**src/rtl/r16_pipe_delay_unit.sv**
```systemverilog
// -----------------------------------------------------------------------------
// r16_pipe_delay_unit
//
// Purpose:
//   Configurable pipeline delay stage for the radix-16 FFT datapath. It sits
//   between the butterfly/twiddle stages and the modular multiplier and
//   delays two lanes by independent depths so that each one reaches its
//   consumer stage aligned:
//     - data lane {valid, Ac, A0}, DATA_DLY stages deep, carries a valid bit
//     - side lane Ninv2, SIDE_DLY stages deep, carries no valid bit
//   It also keeps a frame position index (FRAME_LEN samples per frame) and
//   flags the final sample of each frame on out_last.
//
// Parameters:
//   P_WIDTH   data lane width (the side lane is P_WIDTH+1 bits)
//   DATA_DLY  data-lane latency in enabled cycles (1..8)
//   SIDE_DLY  side-lane latency in enabled cycles (1..8)
//   FRAME_LEN samples per frame, power of two (2..256)
//
// Ports:
//   clk        clock, rising edge
//   rst_n      asynchronous active-low reset
//   en         advance enable; 0 holds every stage, the index and frame_cnt
//   flush      synchronous clear of all valid bits and the sample index
//   in_valid   qualifier for A0_in/Ac_in
//   A0_in      data lane input
//   Ac_in      carry/flag travelling with A0_in
//   Ninv2_in   side lane input (unqualified)
//   A0_out     data lane after DATA_DLY enabled cycles
//   Ac_out     carry after DATA_DLY enabled cycles
//   out_valid  valid after DATA_DLY enabled cycles
//   out_last   out_valid on the final sample of a frame
//   Ninv2_out  side lane after SIDE_DLY enabled cycles
//   frame_cnt  completed-frame count
//
// Build option:
//   R16_PIPE_STAT_EN  when defined, frame_cnt counts completed frames
//                     (saturating, cleared only by rst_n). When undefined,
//                     frame_cnt is tied to zero and no counter is built.
// -----------------------------------------------------------------------------
module r16_pipe_delay_unit #(
  parameter int P_WIDTH   = 64,
  parameter int DATA_DLY  = 1,
  parameter int SIDE_DLY  = 2,
  parameter int FRAME_LEN = 16
) (
  input  logic               clk,
  input  logic               rst_n,
  input  logic               en,
  input  logic               flush,
  input  logic               in_valid,
  input  logic [P_WIDTH-1:0] A0_in,
  input  logic               Ac_in,
  input  logic [P_WIDTH:0]   Ninv2_in,
  output logic [P_WIDTH-1:0] A0_out,
  output logic               Ac_out,
  output logic               out_valid,
  output logic               out_last,
  output logic [P_WIDTH:0]   Ninv2_out,
  output logic [15:0]        frame_cnt
);

  localparam int IDX_W = (FRAME_LEN > 1) ? $clog2(FRAME_LEN) : 1;
  localparam logic [IDX_W-1:0] IDX_LAST = IDX_W'(FRAME_LEN - 1);

  // Delay stages; index 0 is loaded from the inputs, the last index drives
  // the outputs directly.
  logic [P_WIDTH-1:0] a0_r    [DATA_DLY];
  logic               ac_r    [DATA_DLY];
  logic               valid_r [DATA_DLY];
  logic [P_WIDTH:0]   side_r  [SIDE_DLY];
  logic [IDX_W-1:0]   idx_r;
  logic               advance_s;

  // Data-lane payload shift; flush leaves the payload alone and only the
  // valid bits below are cleared.
  always_ff @(posedge clk or negedge rst_n) begin
    if (!rst_n) begin
      for (int i = 0; i < DATA_DLY; i++) begin
        a0_r[i] <= '0;
        ac_r[i] <= 1'b0;
      end
    end else if (en) begin
      a0_r[0] <= A0_in;
      ac_r[0] <= Ac_in;
      for (int i = 1; i < DATA_DLY; i++) begin
        a0_r[i] <= a0_r[i-1];
        ac_r[i] <= ac_r[i-1];
      end
    end
  end

  // Data-lane valid shift; flush wins over en, so a sample offered together
  // with flush is dropped.
  always_ff @(posedge clk or negedge rst_n) begin
    if (!rst_n) begin
      for (int i = 0; i < DATA_DLY; i++) begin
        valid_r[i] <= 1'b0;
      end
    end else if (flush) begin
      for (int i = 0; i < DATA_DLY; i++) begin
        valid_r[i] <= 1'b0;
      end
    end else if (en) begin
      valid_r[0] <= in_valid;
      for (int i = 1; i < DATA_DLY; i++) begin
        valid_r[i] <= valid_r[i-1];
      end
    end
  end

  // Side-lane shift; unqualified, moves on every enabled cycle.
  always_ff @(posedge clk or negedge rst_n) begin
    if (!rst_n) begin
      for (int i = 0; i < SIDE_DLY; i++) begin
        side_r[i] <= '0;
      end
    end else if (en) begin
      side_r[0] <= Ninv2_in;
      for (int i = 1; i < SIDE_DLY; i++) begin
        side_r[i] <= side_r[i-1];
      end
    end
  end

  assign A0_out    = a0_r[DATA_DLY-1];
  assign Ac_out    = ac_r[DATA_DLY-1];
  assign out_valid = valid_r[DATA_DLY-1];
  assign Ninv2_out = side_r[SIDE_DLY-1];

  // An output sample is consumed when it is valid and the pipe advances.
  assign advance_s = out_valid & en & ~flush;

  // Frame position of the sample currently on the outputs.
  always_ff @(posedge clk or negedge rst_n) begin
    if (!rst_n) begin
      idx_r <= '0;
    end else if (flush) begin
      idx_r <= '0;
    end else if (advance_s) begin
      if (idx_r == IDX_LAST) begin
        idx_r <= '0;
      end else begin
        idx_r <= idx_r + IDX_W'(1);
      end
    end
  end

  // Gated by out_valid so a bubble parked at the last index never flags.
  assign out_last = out_valid & (idx_r == IDX_LAST);

`ifdef R16_PIPE_STAT_EN
  logic [15:0] frame_cnt_r;

  // Completed-frame counter, saturating; only rst_n clears it.
  always_ff @(posedge clk or negedge rst_n) begin
    if (!rst_n) begin
      frame_cnt_r <= 16'h0000;
    end else if (out_last && en && !flush && (frame_cnt_r != 16'hFFFF)) begin
      frame_cnt_r <= frame_cnt_r + 16'h0001;
    end
  end

  assign frame_cnt = frame_cnt_r;
`else
  assign frame_cnt = 16'h0000;
`endif

endmodule

```
**config.mk**
```make
export PLATFORM = sky130hd
export DESIGN_NAME = r16_pipe_delay_unit
export DESIGN_NICKNAME = d
export VERILOG_FILES = /design/src/rtl/r16_pipe_delay_unit.sv
export SDC_FILE = /design/constraint.sdc
export NUM_CORES = 1
export LEC_CHECK = 0
export ABC_AREA = 1
export CAP_MARGIN = 10
export CORE_MARGIN = 2
export CORE_UTILIZATION = 30
export DETAILED_ROUTE_END_ITERATION = 16
export HOLD_SLACK_MARGIN = 0.06
export PLACE_DENSITY_LB_ADDON = 0.05
export REMOVE_ABC_BUFFERS = 1
export SLEW_MARGIN = 0
export SYNTH_ARGS = -nofsm -noshare
export SYNTH_HDL_FRONTEND = slang
export SYNTH_SLANG_ARGS = --single-unit
```
**constraint.sdc**
```tcl
create_clock -name clk -period 1.5 [get_ports clk]
set_clock_uncertainty 0.05 [all_clocks]
set_input_delay 0.375 -clock clk [delete_from_list [all_inputs] [get_ports clk]]
set_output_delay 0.375 -clock clk [all_outputs]
set_load 0.02 [all_outputs]
```
Word-level counts from Yosys, hierarchy flattened
Index checks and enable logic that the tools add are counted.
Widths: inputs -> output; s select.

storage, ports and cells
  memory bits (read-only) = 0
  output and inout bits = 148
  word-level logic and storage cells = 19
  register bits after elaboration = 200
  bits of input ports = 135
  latch bits = 0
  memories = 0
  RAM bits = 0

operators by class
  bitwise operators = 4
  magnitude comparators = 0
  reduce and logical (&&, ||, !) cells = 2
  add/sub/neg operators = 1
  muxes and demuxes = 5
  shifts and indexed selects = 0
  eq/ne operators = 1
  divide/modulo/power cells = 0
  multipliers = 0

operators with widths
  kind                 count
  $mux 4               3
  $add 4x1->4 const B  1
  $eq 4x4->1 const B   1
  $reduce_bool 2->1    2
  $and 1x1->1          3
  $mux 1               2
  $not 1->1            1

Logic depth before layout (Yosys ltp)
  depth in word-level cells = 4
  gate-level depth with buffers = 6
  gate-level depth less buffers = 6

Least setup slack after synthesis
Ideal clock, no wire load.

  path kind = reg-to-output
  from = register idx_r[0]
  to = output out_last
  slack = 0.116 ns
  cell stages (with the launch flop) = 4
  arrival = 0.959 ns
  buffers on the path = 0
  required time = 1.075 ns
  path through = dfrtp_1 -> ha_1 -> nand3_1 -> nor2_1

on the way
  word-level cells in the longest chain between the ends = 2

RTL lines
  element                 line  text
  start, declared         72    logic [IDX_W-1:0] idx_r;
  start signal, assigned  144   idx_r <= idx_r + IDX_W'(1);
  $eq 4x4->1              150   assign out_last = out_valid & (idx_r == IDX_LAST);
  $and 1x1->1             150
  end, declared           58    output logic out_last,

No other way between the ends.

Worst setup path in the final report
Same ends and word-level chain as after synthesis.

==> summary.md <==
| Metric | Value |
|---|---|
| Met2 Use GR | between 20% and 30% |
| Critical path data required time | 1.07 ns |
| DP Wirelength | about 14 mm |
| Leak | around 5.9 nW |
| CTS tree | built |
| Failing checks | negative setup slack |
| Clk Latency, worst-skew pair | approximately 0.43 ns |
| RSZ-0062 raised after global routing | yes |
| Wire length per cell | about 13 µm |
| IO Port Bufs | roughly 270 |
| Total Nets Final | about 1300 |
| Syn Area/Cell | roughly 8.8 µm² |
| Number of synthesized flops with an enable pin | 0 |
| Non-Filler Instances | 1506 |
| CP endpoint kind | primary output |
| Setup WS post-layout | -0.199 ns |
| Die ar. | roughly 0.029 mm² |
| CTS HTree Levels | 4 |
| Via-to-Cell Ratio | around 4 |
| Cell taking the most area after synthesis | dfrtp_1 |
| Vias in the first global route | between 6000 and 7000 |
| Unique masters post-synth | 15 |
| Met1 Use GR | a little under a fifth |
| Die width | ~170 µm |
| Period utilization | 113% |
| Final Setup Violations | 1 |
| Main flop type after synthesis | dfrtp_1 |
| CTS root buf | clkbuf_16 |
| Crit path time final | approximately 1.7 ns |
| Clock Tree Buf Depth | 2 |
| Max incr delay on CP | ~0.4 ns |
| Main area contributors after synthesis | dfrtp_1 60%, nand2_1 27%, buf_4 7.6%, buf_6 2.2%, buf_2 1.3% |
| Total congestion overflow | 0 |
| TritonCTS buffer count | 17 |
| Maximum number of pins on one net before global-route repair | just under 80 |
| Crit-path slowest cell | dfrtp_1 |
| Sequential element share of the synthesized area | 60.4% |
| Grt peak-use layer | met2 |
| Final hold vios | 0 |
| Setup TNS | -0.199 ns |
| Total track usage | 14.1% |
| Status | complete, but fails checks |
| Syn-to-layout area delta | 30.2% |
| Worst-path cell chain | ha_4 -> nand3_2 -> nor2_1 -> buf_4 |
| Routed WL | around 20 mm |
| Post-Place Cells | 1470 |
| Die Y | 170 µm |
| Max-cap violations | 0 |
| Power Dens Cells | roughly 1200 mW/mm² |
| Netlist area before placement | between 0.008 and 0.009 mm² |
| DP Worst Slack | -0.280 ns |
| Post-synthesis instance total | roughly 940 |
| Fmax achieved | around 0.6 GHz |
| Crit start category | register |
| Crit path DAT | approximately 1.3 ns |
| Peak VDD IR | 0.000550 V |
| Clk pin slew, worst setup/hold paths | about 0.08 ns |
| Grt met3 use | under 10% |
| Synth async-reset ratio | 100% |
| Layout cell share with drive strength beyond 1 | between 10% and 20% |
| Std cell rows | 60 |
| Top cells by count, synth | 596 x nand2_1, 200 x dfrtp_1, 84 x buf_4, 22 x buf_2, 16 x buf_6 |
| RD Place Congestion | 0.686 |
| Core Util, Final | 39.9% |
| Initial DRC Count | a little under 400 |
| Share of the synthesized area in the top cell type | between 60% and 70% |
| Detailed-route DRC error count | 0 |
| Most frequent cell after synthesis | nand2_1 |
| Critical path type | reg2out |
| Initial antenna violation count | 2 |
| Slew Viols, Final | 0 |
| First-pass GRT wire length | between 30 and 40 mm |
| DR vias | between 6000 and 7000 |
| CP max FO | 2 |
| Core ar. | around 0.027 mm² |
| First-pass DRT Iterations | 5 |
| Yosys warns | 0 |
| ANT nets after route | 0 |
| IO Pins | 283 |
| Initial core utilization | 30.6% |
| Yosys reg bits | 200 |
| Overall Power | 12.6 mW |
| Fillers | ~2900 |
| Clock Sinks | 200 |
| Min-delay worst type | in2reg |
[state kept, by name, indices dropped and copies added (netlist names)]
| signal | flops |
|---|---|
| A0_out | 64 |
| Ac_out | 1 |
| Ninv2_out | 65 |
| idx_r | 4 |
| out_valid | 1 |
| side_r | 65 |
[metrics by stage]
stage	instance area, µm²	hold slack (ns)
after floorplan	7410	0.0294
after global placement	10800	0.286
after detailed placement	10800	0.285
after CTS	10800	0.165
after global routing	10800	0.177
final	10800	0.184
[what timing repair did]
action | CTS | global route
setup endpoints to repair | 132 | 2
gates resized for setup | 542 | 1
setup buffers | 1 | 1
hold endpoints to repair | 25 | 0
pin swaps | 1 | 1
hold buffers | 1 | 0
[critical path: cells and delay by family, from the launching register on]
| kind | cells | cell delay [ns] |
|---|---|---|
| AND/OR/NAND/NOR | 2 | 0.15 |
| buffers and inverters | 1 | 0.15 |
| adder cells (fa/ha/maj) | 1 | 0.16 |
| flip-flops | 1 | 0.40 |
[final cells by class]
type | count | area [µm²] | share of cell area (%)
multi-input cells | 627 | 2390 | 22.2
flip-flops and latches | 200 | 5000 | 46.4
well taps | 341 | 427 | 3.96
repair buffers | 298 | 2370 | 22.0
inverters | 7 | 31.3 | 0.290
diodes | 3 | 7.51 | 0.0696
clock buffers | 18 | 429 | 3.98
clock inverters | 12 | 114 | 1.06
[path summary, 6_finish.rpt]
check | endpoint | slack (ns) | depth (start not counted) | start
max | out_last | -0.20 | 4 | idx_r[0]
min | A0_out[1] | 0.18 | 3 | en
max reg2reg | idx_r[0] | 0.26 | 7 | out_valid
min reg2reg | Ninv2_out[47] | 0.41 | 2 | Ninv2_out[47]
max in group asynchronous | Ninv2_out[63] | 0.46 | 3 | rst_n
min in group asynchronous | Ninv2_out[57] | 0.39 | 2 | rst_n
[power breakdown]
group | leakage [nW] | total (mW) | internal, mW | switching [mW]
Combinational | 3.13 | 2.13 | 0.854 | 1.28
Sequential | 2.47 | 6.15 | 5.90 | 0.253
Clock | 0.264 | 4.33 | 2.17 | 2.16
[cells by family after synthesis]
group | after synthesis | share of synthesized area (%)
buffers and inverters | 131 | 11.6
other | 1 | 0.0453
AND/OR/NAND/NOR | 605 | 27.5
AO/OA/AOI/OAI | 5 | 0.302
flip-flops | 200 | 60.4
adder cells (fa/ha/maj) | 1 | 0.151
[cell usage in the layout (no fill, tap or decap)]
cell / netlist / final
nor2_1: 3 / 3
nand2_1: 596 / 596
buf_2: 22 / 130
nand3_1: 5 / 4
a21oi_1: 2 / 2
inv_8: 0 / 4
inv_6: 0 / 1
conb_1: 1 / 16
nand4_1: 1 / 1
clkbuf_16: 0 / 17
dfrtp_1: 200 / 200
buf_4: 84 / 22
clkbuf_8: 0 / 1
clkinv_4: 0 / 7
dlygate4sd3_1: 0 / 1
inv_1: 6 / 6
nand3_2: 0 / 1
buf_12: 0 / 9
clkbuf_1: 2 / 1
diode_2: 0 / 3
clkinvlp_4: 0 / 1
clkdlybuf4s50_1: 0 / 132
o21ai_0: 3 / 3
ha_4: 0 / 1
buf_6: 16 / 3
[metal layers]
metal  up-vias  routed length, µm
li1       3152                  -
met1      2853               9350
met2       182               8730
met3        10               1930
met4         0                141
met5         -                  0
Note: power is estimated with default switching activity, not from simulation.
